File: config.mk
export PLATFORM = sky130hd
export DESIGN_NAME = decoder
export DESIGN_NICKNAME = d
export VERILOG_FILES = /design/src/rtl/decoder_pkg.sv /design/src/rtl/decoder_decode_logic.sv /design/src/rtl/decoder.sv
export SDC_FILE = /design/constraint.sdc
export NUM_CORES = 1
export LEC_CHECK = 0
export CORE_UTILIZATION = 33
export DETAILED_ROUTE_END_ITERATION = 12
export DONT_BUFFER_PORTS = 1
export SYNTH_ARGS = -nofsm -noshare
export SYNTH_HDL_FRONTEND = slang
export SYNTH_HIERARCHICAL = 1
export SYNTH_SLANG_ARGS = --single-unit
File: constraint.sdc
create_clock -name clk -period 9.95 [get_ports clk]
set_input_delay 0.4975 -clock clk [delete_from_list [all_inputs] [get_ports clk]]
set_output_delay 0.4975 -clock clk [all_outputs]
set_load 0.005 [all_outputs]
File: src/rtl/decoder_pkg.sv
// Shared types for the RV32 decode stage: fetch/decode payloads, format enum,
// major opcode constants and the per-format immediate builder.
// Optional RV32M decode is selected by defining RV32M_EN (consumed by decode_logic).
package decoder_pkg;

  typedef enum logic [2:0] {
    FMT_R = 3'd0,
    FMT_I = 3'd1,
    FMT_S = 3'd2,
    FMT_B = 3'd3,
    FMT_U = 3'd4,
    FMT_J = 3'd5
  } fmt_e;

  typedef struct packed {
    logic [31:0] pc;
    logic [31:0] instr;
  } fetcher_output;

  typedef struct packed {
    logic [31:0] pc;
    logic [4:0]  rs1;
    logic [4:0]  rs2;
    logic [4:0]  rd;
    logic [31:0] imm;
    logic [6:0]  opcode;
    logic [2:0]  funct3;
    logic [6:0]  funct7;
    fmt_e        fmt;
    logic        illegal;
    logic        is_m;
  } decoder_output;

  localparam logic [6:0] OPC_LUI      = 7'b0110111;
  localparam logic [6:0] OPC_AUIPC    = 7'b0010111;
  localparam logic [6:0] OPC_JAL      = 7'b1101111;
  localparam logic [6:0] OPC_JALR     = 7'b1100111;
  localparam logic [6:0] OPC_BRANCH   = 7'b1100011;
  localparam logic [6:0] OPC_LOAD     = 7'b0000011;
  localparam logic [6:0] OPC_STORE    = 7'b0100011;
  localparam logic [6:0] OPC_OP_IMM   = 7'b0010011;
  localparam logic [6:0] OPC_OP       = 7'b0110011;
  localparam logic [6:0] OPC_MISC_MEM = 7'b0001111;
  localparam logic [6:0] OPC_SYSTEM   = 7'b1110011;

  localparam logic [6:0] F7_BASE = 7'b0000000;
  localparam logic [6:0] F7_ALT  = 7'b0100000;
  localparam logic [6:0] F7_MULDIV = 7'b0000001;

  // Sign-extended immediate for a given format; R-type carries no immediate.
  function automatic logic [31:0] imm_for(input fmt_e fmt, input logic [31:0] i);
    logic [31:0] r;
    case (fmt)
      FMT_I:   r = {{20{i[31]}}, i[31:20]};
      FMT_S:   r = {{20{i[31]}}, i[31:25], i[11:7]};
      FMT_B:   r = {{19{i[31]}}, i[31], i[7], i[30:25], i[11:8], 1'b0};
      FMT_U:   r = {i[31:12], 12'b0};
      FMT_J:   r = {{11{i[31]}}, i[31], i[19:12], i[20], i[30:21], 1'b0};
      default: r = 32'b0;
    endcase
    return r;
  endfunction

endpackage

File: src/rtl/decoder_decode_logic.sv
// Pure combinational RV32I (+ optional RV32M via RV32M_EN) instruction decode.
// Latency: 0 cycles. No handshake; the caller registers the result.
// Illegal encodings still produce a record (fmt=R, imm=0, illegal=1).
module decode_logic
  import decoder_pkg::*;
(
  input  logic [31:0]   pc,
  input  logic [31:0]   instr,
  output decoder_output dec
);

  logic [6:0] opc;
  logic [2:0] f3;
  logic [6:0] f7;

  assign opc = instr[6:0];
  assign f3  = instr[14:12];
  assign f7  = instr[31:25];

  // Classify the opcode, check funct fields, then build fields by format.
  always_comb begin
    dec         = '0;
    dec.pc      = pc;
    dec.opcode  = opc;
    dec.funct3  = f3;
    dec.funct7  = f7;
    dec.rd      = instr[11:7];
    dec.rs1     = instr[19:15];
    dec.rs2     = instr[24:20];
    dec.fmt     = FMT_R;
    dec.illegal = 1'b1;
    dec.is_m    = 1'b0;

    case (opc)
      OPC_LUI, OPC_AUIPC: begin
        dec.fmt     = FMT_U;
        dec.illegal = 1'b0;
      end
      OPC_JAL: begin
        dec.fmt     = FMT_J;
        dec.illegal = 1'b0;
      end
      OPC_JALR: begin
        dec.fmt     = FMT_I;
        dec.illegal = (f3 != 3'b000);
      end
      OPC_BRANCH: begin
        dec.fmt     = FMT_B;
        dec.illegal = (f3 == 3'b010) || (f3 == 3'b011);
      end
      OPC_LOAD: begin
        dec.fmt     = FMT_I;
        dec.illegal = (f3 == 3'b011) || (f3 == 3'b110) || (f3 == 3'b111);
      end
      OPC_STORE: begin
        dec.fmt     = FMT_S;
        dec.illegal = (f3 > 3'b010);
      end
      OPC_OP_IMM: begin
        dec.fmt = FMT_I;
        // Shift-immediates encode the shift type in funct7.
        if (f3 == 3'b001)      dec.illegal = (f7 != F7_BASE);
        else if (f3 == 3'b101) dec.illegal = (f7 != F7_BASE) && (f7 != F7_ALT);
        else                   dec.illegal = 1'b0;
      end
      OPC_OP: begin
        dec.fmt = FMT_R;
        if (f7 == F7_BASE)     dec.illegal = 1'b0;
        else if (f7 == F7_ALT) dec.illegal = (f3 != 3'b000) && (f3 != 3'b101);
`ifdef RV32M_EN
        else if (f7 == F7_MULDIV) begin
          dec.illegal = 1'b0;
          dec.is_m    = 1'b1;
        end
`endif
        else                   dec.illegal = 1'b1;
      end
      OPC_MISC_MEM, OPC_SYSTEM: begin
        dec.fmt     = FMT_I;
        dec.illegal = (f3 != 3'b000);
      end
      default: ;
    endcase

    // Illegal records carry no format-specific decode.
    if (dec.illegal) dec.fmt = FMT_R;

    case (dec.fmt)
      FMT_U, FMT_J: begin
        dec.rs1 = 5'd0;
        dec.rs2 = 5'd0;
      end
      FMT_S, FMT_B: dec.rd  = 5'd0;
      FMT_I:        dec.rs2 = 5'd0;
      default: ;
    endcase

    dec.imm = imm_for(dec.fmt, instr);
  end

endmodule

File: src/rtl/decoder.sv
// Decode stage: registered output plus one skid slot between fetch and execute.
// Latency: 1 cycle accept-to-output. decoder_ready is a flop (state != TWO),
// independent of executor_ready. Optional RV32M decode via RV32M_EN.
module decoder
  import decoder_pkg::*;
(
  input  logic          clk,
  input  logic          reset,
  input  logic          fetcher_valid,
  input  fetcher_output fetcher_out,
  output logic          decoder_ready,
  output logic          decoder_valid,
  output decoder_output decoder_out,
  input  logic          executor_ready,
  input  logic          flush
);

  localparam logic [1:0] ST_EMPTY = 2'd0;
  localparam logic [1:0] ST_ONE   = 2'd1;
  localparam logic [1:0] ST_TWO   = 2'd2;

  logic [1:0]    state_q, state_d;
  decoder_output out_q, out_d;
  decoder_output skid_q, skid_d;
  logic          ready_q, ready_d;
  decoder_output dec_w;
  logic          accept;
  logic          consume;

  decode_logic u_decode (
    .pc    (fetcher_out.pc),
    .instr (fetcher_out.instr),
    .dec   (dec_w)
  );

  // Flush blocks acceptance; consume only when something is presented.
  assign accept  = fetcher_valid && ready_q && !flush;
  assign consume = (state_q != ST_EMPTY) && executor_ready;

  // Next-state for the output/skid pair; flush empties both.
  always_comb begin
    state_d = state_q;
    out_d   = out_q;
    skid_d  = skid_q;
    if (flush) begin
      state_d = ST_EMPTY;
      out_d   = '0;
      skid_d  = '0;
    end else begin
      case (state_q)
        ST_EMPTY: begin
          if (accept) begin
            out_d   = dec_w;
            state_d = ST_ONE;
          end
        end
        ST_ONE: begin
          case ({accept, consume})
            2'b10: begin
              skid_d  = dec_w;
              state_d = ST_TWO;
            end
            2'b01: begin
              out_d   = '0;
              state_d = ST_EMPTY;
            end
            2'b11: out_d = dec_w;
            default: ;
          endcase
        end
        ST_TWO: begin
          if (consume) begin
            out_d   = skid_q;
            skid_d  = '0;
            state_d = ST_ONE;
          end
        end
        default: begin
          state_d = ST_EMPTY;
          out_d   = '0;
          skid_d  = '0;
        end
      endcase
    end
    ready_d = (state_d != ST_TWO);
  end

  // State and data registers; reset holds everything empty with ready low.
  always_ff @(posedge clk or posedge reset) begin
    if (reset) begin
      state_q <= ST_EMPTY;
      out_q   <= '0;
      skid_q  <= '0;
      ready_q <= 1'b0;
    end else begin
      state_q <= state_d;
      out_q   <= out_d;
      skid_q  <= skid_d;
      ready_q <= ready_d;
    end
  end

  assign decoder_ready = ready_q;
  assign decoder_valid = (state_q != ST_EMPTY);
  assign decoder_out   = out_q;

endmodule
==> run_results.csv, run 1 <==
group,metric,value,unit
layout,finalNetCount,1089,
pwr,p_sw,551,µW
grt,grt_use_total,19.0,%
worst_hold_path,hold_path.class,"in -> reg",
layout,layout-drive-gt1-share,7.31,%
floorplan,die_y,189,µm
job,maxCapViolations,0,
worst_hold_path,hold_path_depth,1,
yosys,synthArstFlopShare,100,%
detailed_routing,routed_via_density,5.69,
critical_path,arrival,3820,ps
sta,skew,7.23,ps
sta,worst_slack,6510,ps
pwr,p_seq_share,42.8,%
critical_path,crit_fanout,107,
pwr,clkPwrFrac,47.5,%
clock_network,path_clk_slew,60,ps
sta,fmax,290,MHz
pwr,p_per_area,171,nW/µm²
grt,grt_pass1_wl,53.0,mm
clock_network,numCtsBuffers,25,
yosys,syn-cell-area,11600,µm²
clock_network,cts.sinks,205,
sta,setup_viol,0,
floorplan,initial_core_util,33.6,%
detailed_routing,routed_wl,34.5,mm
detailed_routing,drc,0,
floorplan,fp.coreArea,34500,µm²
pwr,ir_worst_vdd,0.000115,V
floorplan,ios,172,
clock_network,cts_tree,"built",
sta,post-route-period-util,34.6,%
layout,fin_cells,1494,
layout,syn2layout_area_growth,5.61,%
critical_path,r2r_start,"state_q[0]",
critical_path,start_kind,"flip-flop",
sta,report.final.slew_viol_count,0,
floorplan,dieArea,35900,µm²
clock_network,clock_latency,540,ps
floorplan,dieWidth,189,µm
detailed_routing,drt_iter0_markers,581,
grt,grt-ovfl-total,0,
critical_path,required,10320,ps
yosys,synth_fp_nets,1210,
critical_path,worstRegToRegCells,3,
yosys,synthXorXnorAreaFrac,0.151,%
yosys,synthAdderAreaFrac,0,%
clock_network,cts_root_buffer,"clkbuf_16",
placement,portBuffers,0,
pwr,p_int,1550,µW
pwr,combPwrFrac,9.6,%
floorplan,rows,68,
yosys,synth-edff-count,0,
yosys,ys.flop_type,"dfrtp_1",
pwr,leakage,0.00480,µW
sta,rsz0062_at_grt,"false",
critical_path,critPathKind,"reg -> reg",
layout,fill_cells,3478,
worst_hold_path,whs_endpoint,"state_q[1]",
critical_path,worstSetupEndpointType,"flip-flop",
placement,preCtsSetupSlack,6170,ps
layout,n_antenna_cell,0,
clock_network,cts_buffer_depth,3,
sta,fin_setup_tns,0,ps
grt,grt_max_degree,109,
yosys,synth_simple_gate_area_share,14.7,%
sta,worst_pin_slew,1190,ps
detailed_routing,wl_per_cell,23.1,µm
grt,grt_pass1_vias,8341,
yosys,ys_seq_area_share,44.2,%
detailed_routing,firstDrtPassIters,5,
yosys,synth_compound_area_share,23.0,%
yosys,synth.distinct_cells,53,
critical_path,timing.rr.end,"skid_q[30]",
grt,grt_antenna_before_repair,0,
placement,dp_hpwl,20.1,mm
worst_hold_path,hold_start,"executor_ready",
yosys,syn_inst,1141,
yosys,ys_ff_latch,205,
critical_path,r2r_slack,6510,ps
status,run_status,"complete, no violations",
detailed_routing,vias,8500,
sta,hold_violations,0,
yosys,synthMuxAreaShare,8.90,%
yosys,synth_top_family_by_area,"compound AO/OA/AOI/OAI gates",
detailed_routing,ant_nets,0,
sta,maxSlewHeadroom,20.6,%
sta,fin_crit,3440,ps
yosys,ys_warn_count,6,
placement,dpl.cell_count,1446,
yosys,syn_area_per_cell,10.2,µm²
clock_network,htree_levels,1,
placement,routabilityCongestion,0.869,
pwr,switching_share,26.2,%
==> layer usage <==
metal / track usage (%) / vias up / share of wire, %
li1: - / 3907 / -
met1: 26.1 / 4279 / 45
met4: 5.74 / 0 / 2.5
met2: 28.8 / 269 / 45
met3: 5.32 / 45 / 7.6
met5: 0 / - / 0
==> Yosys cell counts, types with 2 or more instances <==
master	count	area share, %
a21o_1	10	0.65
inv_1	10	0.32
buf_2	49	2.1
a21oi_1	11	0.47
o31ai_1	2	0.13
nand3b_1	7	0.45
nor2b_1	13	0.70
and3_1	2	0.11
nor3_1	7	0.30
or3b_2	4	0.30
nor3b_1	5	0.32
nand3_1	102	4.4
o21ai_0	33	1.4
a211oi_1	2	0.13
dfrtp_1	205	44
nand2_1	16	0.52
nand4b_1	2	0.15
or4_1	2	0.13
and3b_1	2	0.15
buf_6	15	1.5
or2_2	3	0.16
a22o_1	107	8.1
nor2_1	14	0.45
o2bb2ai_1	101	7.6
or3_1	4	0.22
buf_1	6	0.19
mux2i_1	102	8.8
nand2b_1	104	5.6
nor4_4	2	0.37
o21ai_1	82	3.5
clkbuf_1	40	1.3
buf_4	55	3.6
o32ai_1	2	0.15
==> worst max path at each step <==
| stage | start | end | slack, ps | cells after the start |
|---|---|---|---|---|
| after floorplan | reset | decoder_out[0] | 3860 | 1 |
| after global placement | fetcher_out[27] | decoder_out[44] | 6240 | 8 |
| after detailed placement | fetcher_out[27] | decoder_out[44] | 6170 | 8 |
| after CTS | state_q[0] | skid_q[30] | 6560 | 3 |
| after global routing | state_q[0] | skid_q[42] | 6220 | 3 |
| final | state_q[0] | skid_q[30] | 6510 | 3 |
==> kinds of logic (layout without fill, tap and decap cells) <==
kind of cell / Yosys count / after routing
XOR/XNOR: 2 / 2
multiplexers: 103 / 103
AO/OA/AOI/OAI: 361 / 361
other: 1 / 1
AND/OR/NAND/NOR: 294 / 294
flip-flops: 205 / 205
buffers and inverters: 175 / 73
==> flip-flops by register name (all words and copies together), names as in the netlist <==
name,cells
skid_q,101
state_q,2
decoder_out,101
decoder_ready,1
==> cell usage in the layout (no fill, tap or decap), types with 3 or more instances in the layout <==
cell       Yosys  final
nor3_1         7      7
or3_1          4      4
or3b_2         4      4
nor2_1        14     13
nand3b_1       7      7
buf_4         55     15
clkbuf_16      0     25
nor3b_1        5      4
a21o_1        10     10
or2_2          3      3
clkbuf_1      40      6
nand2_1       16     16
clkbuf_8       0      7
bufinv_16      0      4
dfrtp_1      205    203
o2bb2ai_1    101    101
mux2i_1      102    102
a21oi_1       11     10
nor2b_1       13     13
o21ai_0       33     33
a22o_1       107    107
nand3_1      102    102
inv_1         10      9
nand2b_1     104    104
o21ai_1       82     82
==> repair_timing <==
action	CTS	global route
gates resized for setup	0	0
endpoints found under the hold margin	98	0
hold buffers	2	0
setup buffers	0	0
==> layout make-up <==
type | instances | area (µm²) | share of cell area (%)
clock buffers | 38 | 744 | 6.08
clock inverters | 8 | 146 | 1.20
inverters | 10 | 45.0 | 0.368
multi-input cells | 761 | 5470 | 44.7
flip-flops and latches | 205 | 5140 | 41.9
well taps | 455 | 569 | 4.65
repair buffers | 17 | 133 | 1.08
==> per-stage QoR <==
| stage | util, % | hold WS (ps) | power, µW | instance area (µm²) |
|---|---|---|---|---|
| 2_1_floorplan | - | 498 | 1090 | 11600 |
| 3_3_place_gp | 32.8 | 516 | 1120 | 11300 |
| 3_5_place_dp | 32.8 | 518 | 1120 | 11300 |
| 4_1_cts | 35.5 | 1.42 | 2130 | 12200 |
| 5_1_grt | 35.5 | 13.0 | 2180 | 12200 |
| 6_report | 35.5 | 34.4 | 2100 | 12200 |
==> worst max-delay path, cell delays in order (launching register included) <==
cell     delay [ps]
dfrtp_4         990
o22a_4         1060
buf_4           890
o21ai_0         220
==> power by group through the flow <==
| stage | Sequential, µW | Combinational, µW | Clock (µW) |
|---|---|---|---|
| after floorplan | 895 | 195 | 0 |
| after global placement | 916 | 202 | 0 |
| after detailed placement | 915 | 203 | 0 |
| after CTS | 901 | 205 | 1030 |
| after global routing | 904 | 222 | 1050 |
| final | 900 | 202 | 998 |
(Power assumes the default switching activity.)
==> run 2, diff against run 1 <==
Clock period 9.95 ns to 3.3 ns, I/O delays scaled along.
==> run 2 against run 1 <==
Against the previous run: critical path depth rose by 1; utilization rose by 2.3 points; the run now ends with hold timing left; clock-buffer cell count fell by 1; first-iteration DRC count rose by 16%; wire length rose by 4.3%.
==> run_results.csv, run 2 (synthesized netlist as in run 1, its figures left out) <==
group,metric,value,unit
status,run_status,"complete, but fails checks",
status,failed_checks,"hold timing",
sta,hold_violations,1,
floorplan,initial_core_util,33.6,%
layout,finalNetCount,1162,
detailed_routing,routed_wl,36.0,mm
layout,layout-drive-gt1-share,7.30,%
grt,grt_max_degree,104,
sta,rsz0062_at_grt,"false",
sta,setup_viol,0,
clock_network,htree_levels,1,
worst_hold_path,hold_path.class,"in -> reg",
layout,final_common_cell,"dfrtp_1",
grt,grt-ovfl-total,0,
layout,fin_cells,1565,
clock_network,cts_hold_buffers,69,
critical_path,worstSetupEndpointType,"flip-flop",
detailed_routing,firstDrtPassIters,5,
clock_network,numCtsBuffers,25,
grt,grt_use_total,20.0,%
sta,skew,24.8,ps
floorplan,dieWidth,189,µm
detailed_routing,vias,8785,
clock_network,path_clk_slew,60,ps
floorplan,ios,172,
placement,dpl.cell_count,1452,
sta,worst_slack,859,ps
layout,n_antenna_cell,0,
clock_network,cts_tree,"built",
sta,fin_setup_tns,0,ps
critical_path,crit_fanout,53,
sta,fmax,410,MHz
grt,grt_pass1_wl,56.1,mm
placement,preCtsSetupSlack,499,ps
placement,dp_hpwl,20.7,mm
sta,post-route-period-util,74.0,%
grt,grt_antenna_before_repair,1,
detailed_routing,drc,0,
layout,syn2layout_area_growth,12.4,%
sta,report.final.slew_viol_count,0,
critical_path,start_kind,"flip-flop",
sta,worst_pin_slew,1270,ps
layout,final_cell_mix,"dfrtp_1, a22o_1, nand2b_1",
floorplan,rows,68,
grt,grt_pass1_vias,8838,
critical_path,critPathKind,"reg -> reg",
floorplan,fp.coreArea,34500,µm²
clock_network,clock_latency,550,ps
floorplan,die_y,189,µm
grt,top_usage_layer,"met2",
sta,maxSlewHeadroom,15.6,%
clock_network,cts.sinks,205,
critical_path,required,3720,ps
detailed_routing,ant_nets,0,
placement,portBuffers,0,
clock_network,ctsResizeCount,0,
detailed_routing,drt_iter0_markers,672,
grt,grt_use_met2,31.7,%
job,maxCapViolations,0,
placement,routabilityCongestion,0.808,
floorplan,dieArea,35900,µm²
grt,gr-usage-met1,27.1,%
sta,fin_crit,2440,ps
clock_network,cts_root_buffer,"clkbuf_16",
clock_network,cts_buffer_depth,3,
pwr,p_per_area,487,nW/µm²
critical_path,arrival,2860,ps
pwr,ir_worst_vdd,0.000371,V
clock_network,post-cts-setup-buffers,0,
detailed_routing,routed_via_density,5.61,
pwr,leakage,0.00513,µW
grt,grtUsageMet3,4.86,%
detailed_routing,wl_per_cell,23.0,µm
sta,hold-worst-slack,-8.50,ps
## run 2: layer usage
layer  up-vias  wire length (µm)  share of wire (%)
li1       4060                 -                  -
met1      4406             16000                 44
met2       268             16700                 46
met3        51              2400                6.7
met4         0               953                2.6
met5         -                 0                  0
## run 2: path summary, 6_finish.rpt
kind / slack (ps) / depth (start not counted) / endpoint / startpoint
max reg2reg: 860 / 4 / decoder_out[8] / state_q[1]
min: -8 / 3 / decoder_out[13] / fetcher_out[13]
min in group asynchronous: 250 / 3 / skid_q[38] / reset
max in group asynchronous: 2560 / 3 / skid_q[100] / reset
min reg2reg: 530 / 1 / decoder_out[42] / decoder_out[42]
max: 860 / 4 / decoder_out[8] / state_q[1]
## run 2: critical path: stages (launching register included)
cell and delay (ps):
dfrtp_4 710, buf_4 870, mux2i_1 270, o2bb2ai_1 160, a22o_1 250
## run 2: cell type report
class,instances,area (µm²)
clock inverter,7,114
fill,3429,21500
sequential,205,5140
tap,455,569
timing repair buffer,90,966
clock buffer,37,731
multi-input combinational,761,5470
inverter,10,41.3
## run 2: stage by stage
| stage | total power, µW | instance area (µm²) | util, % | hold slack (ps) |
|---|---|---|---|---|
| floorplan | 3290 | 11600 | - | 383 |
| global placement | 3400 | 11500 | 33.2 | 237 |
| detailed placement | 3410 | 11500 | 33.2 | 238 |
| CTS | 6440 | 13000 | 37.7 | 0.739 |
| global route | 6600 | 13000 | 37.7 | 12.1 |
| finish | 6350 | 13000 | 37.7 | -8.50 |
## run 2: where the power goes
part,switching (µW),internal (µW)
registers,98.8,2600
clock network,1120,1760
logic,487,281
total,1710,4640
==> run 3, diff against run 2 <==
Clock period 3.3 ns to 2.3 ns, I/O delays scaled along.
==> run 3 against run 2 <==
Against the previous run: via count rose by 0.94%; fmax rose by 11%; the run now ends clean; non-clock buffer count rose by 27; die area did not move; largest cell class unchanged; sequential power rose by 43%; worst setup slack got worse by 760 ps; register-to-register slack got worse by 760 ps.
==> run_results.csv, run 3 (synthesized netlist as in run 1, its figures left out) <==
group,metric,value,unit
sta,maxSlewHeadroom,35.1,%
clock_network,cts_buffer_depth,3,
critical_path,critPathKind,"reg -> reg",
clock_network,htree_levels,1,
grt,grt_pass1_vias,8854,
detailed_routing,drt_iter0_markers,519,
clock_network,cts.sinks,205,
sta,worst_pin_slew,971,ps
floorplan,rows,68,
layout,syn2layout_area_growth,15.1,%
critical_path,crit_start,"state_q[1]",
pwr,p_sw,2420,µW
sta,fin_crit,2200,ps
grt,grt_pass1_wl,55.2,mm
grt,grt_use_total,19.7,%
critical_path,cp.buffers_inverters,1,
floorplan,dieArea,35900,µm²
clock_network,cts_hold_buffers,70,
detailed_routing,firstDrtPassIters,5,
clock_network,ctsResizeCount,0,
sta,post-route-period-util,95.8,%
pwr,p_int,6350,µW
layout,final_common_cell,"dfrtp_1",
pwr,clkPwrFrac,42.7,%
clock_network,cts_root_buffer,"clkbuf_16",
sta,skew,9.71,ps
sta,report.final.slew_viol_count,0,
detailed_routing,ant_nets,0,
floorplan,die_y,189,µm
placement,dp_hpwl,21.2,mm
layout,stdcell_area,13300,µm²
grt,grt_max_degree,104,
job,maxCapViolations,0,
pwr,combPwrFrac,13.4,%
detailed_routing,met3_length,2.54,mm
critical_path,r2r_start,"state_q[1]",
critical_path,max_stage_delay,750,ps
grt,grt_antenna_before_repair,1,
layout,layout-drive-gt1-share,10.9,%
clock_network,clock_latency,520,ps
floorplan,fp.coreArea,34500,µm²
detailed_routing,routed_via_density,5.58,
sta,fmax,454,MHz
pwr,leakage,0.00528,µW
detailed_routing,wl_per_cell,22.4,µm
placement,placed_area,11900,µm²
placement,portBuffers,0,
grt,grt-ovfl-total,0,
clock_network,cts_tree,"built",
layout,finalNetCount,1189,
sta,rsz0062_at_grt,"false",
floorplan,initial_core_util,33.6,%
floorplan,ios,172,
detailed_routing,drc,0,
critical_path,path_cells,"a21oi_1, a22oi_1, nor2_4, buf_12, a22o_1",
sta,hold_violations,0,
critical_path,start_kind,"flip-flop",
status,run_status,"complete, no violations",
detailed_routing,wl_met1,16.0,mm
detailed_routing,routed_wl,35.7,mm
critical_path,crit_fanout,39,
detailed_routing,wl_met2,16.5,mm
pwr,ir_worst_vdd,0.000447,V
detailed_routing,highest_layer,"met4",
sta,setup_viol,0,
placement,routabilityCongestion,0.861,
pwr,p_per_area,658,nW/µm²
floorplan,dieWidth,189,µm
clock_network,post-cts-setup-buffers,0,
pwr,switching_share,27.6,%
critical_path,cp_top_family,"simple AND/OR/NAND/NOR gates",
critical_path,arrival,2660,ps
worst_hold_path,hold_start,"fetcher_out[22]",
clock_network,path_clk_slew,60,ps
critical_path,worstSetupEndpointType,"flip-flop",
layout,final_cell_mix,"dfrtp_1, a22o_1, nand2b_1",
clock_network,numCtsBuffers,25,
layout,final_util,38.6,%
sta,hold-worst-slack,29.4,ps
critical_path,slowest_stage,"nor2_4",
critical_path,required,2750,ps
worst_hold_path,hold_path.class,"in -> reg",
pwr,p_seq_share,44.0,%
detailed_routing,vias,8868,
-- run 3: cell types whose count changed in the layout (fill, tap and decap cells not counted), moves of 2 or more --
cell,before,now
o21ai_1,82,87
buf_12,8,15
o21ai_0,33,25
nor3b_1,4,0
nor3b_2,1,5
clkbuf_8,6,3
buf_4,13,32
clkbuf_1,6,4
nor2_1,13,7
bufinv_16,3,1
o21ai_2,1,4
nor2_4,1,7
clkinv_2,3,6
-- run 3: layout make-up --
type	instances	area (µm²)
clock buffers	32	682
well taps	455	569
flip-flops and latches	205	5140
inverters	10	41.3
multi-input cells	761	5590
diodes	1	2.50
repair buffers	117	1260
clock inverters	8	67.6
fillers	3409	21200
-- run 3: worst reg2reg max path: cells and delay by family, from the launching register on --
kind	cells	cell delay (ps)
simple gates	1	750
flops	1	560
compound gates	3	510
buf+inv	1	330
-- run 3: path summary, 6_finish.rpt --
path                                   end  slack (ps)  depth (start not counted)
setup / recovery           decoder_out[65]         100                          5
hold / removal                  skid_q[44]          30                          5
setup reg to reg           decoder_out[65]         100                          5
hold reg to reg                 skid_q[84]         530                          2
max in group asynchronous  decoder_out[93]        1280                          3
min in group asynchronous  decoder_out[37]         130                          2
-- run 3: through the flow --
step	setup TNS [ps]	cells	total power [µW]	setup WS [ps]
floorplan	-98420	1141	4730	-473
CTS	0	1588	8930	109
global route	0	1589	9140	12.0
global placement	-5730	1478	4920	-218
finish	0	1589	8780	96.0
detailed placement	-7980	1478	4930	-251
-- run 3: power by group through the flow --
stage / Sequential (µW) / Clock [µW] / Combinational (µW)
after floorplan: 3870 / 0 / 857
after global placement: 3930 / 0 / 992
after detailed placement: 3930 / 0 / 1000
after CTS: 3870 / 3880 / 1180
after global routing: 3880 / 4000 / 1270
final: 3860 / 3750 / 1170
-- run 3: metal layers --
metal	vias up	GRT usage (%)
met3	44	5.04
met1	4463	26.6
met5	-	0
li1	4108	-
met2	253	31.3
met4	0	4.50
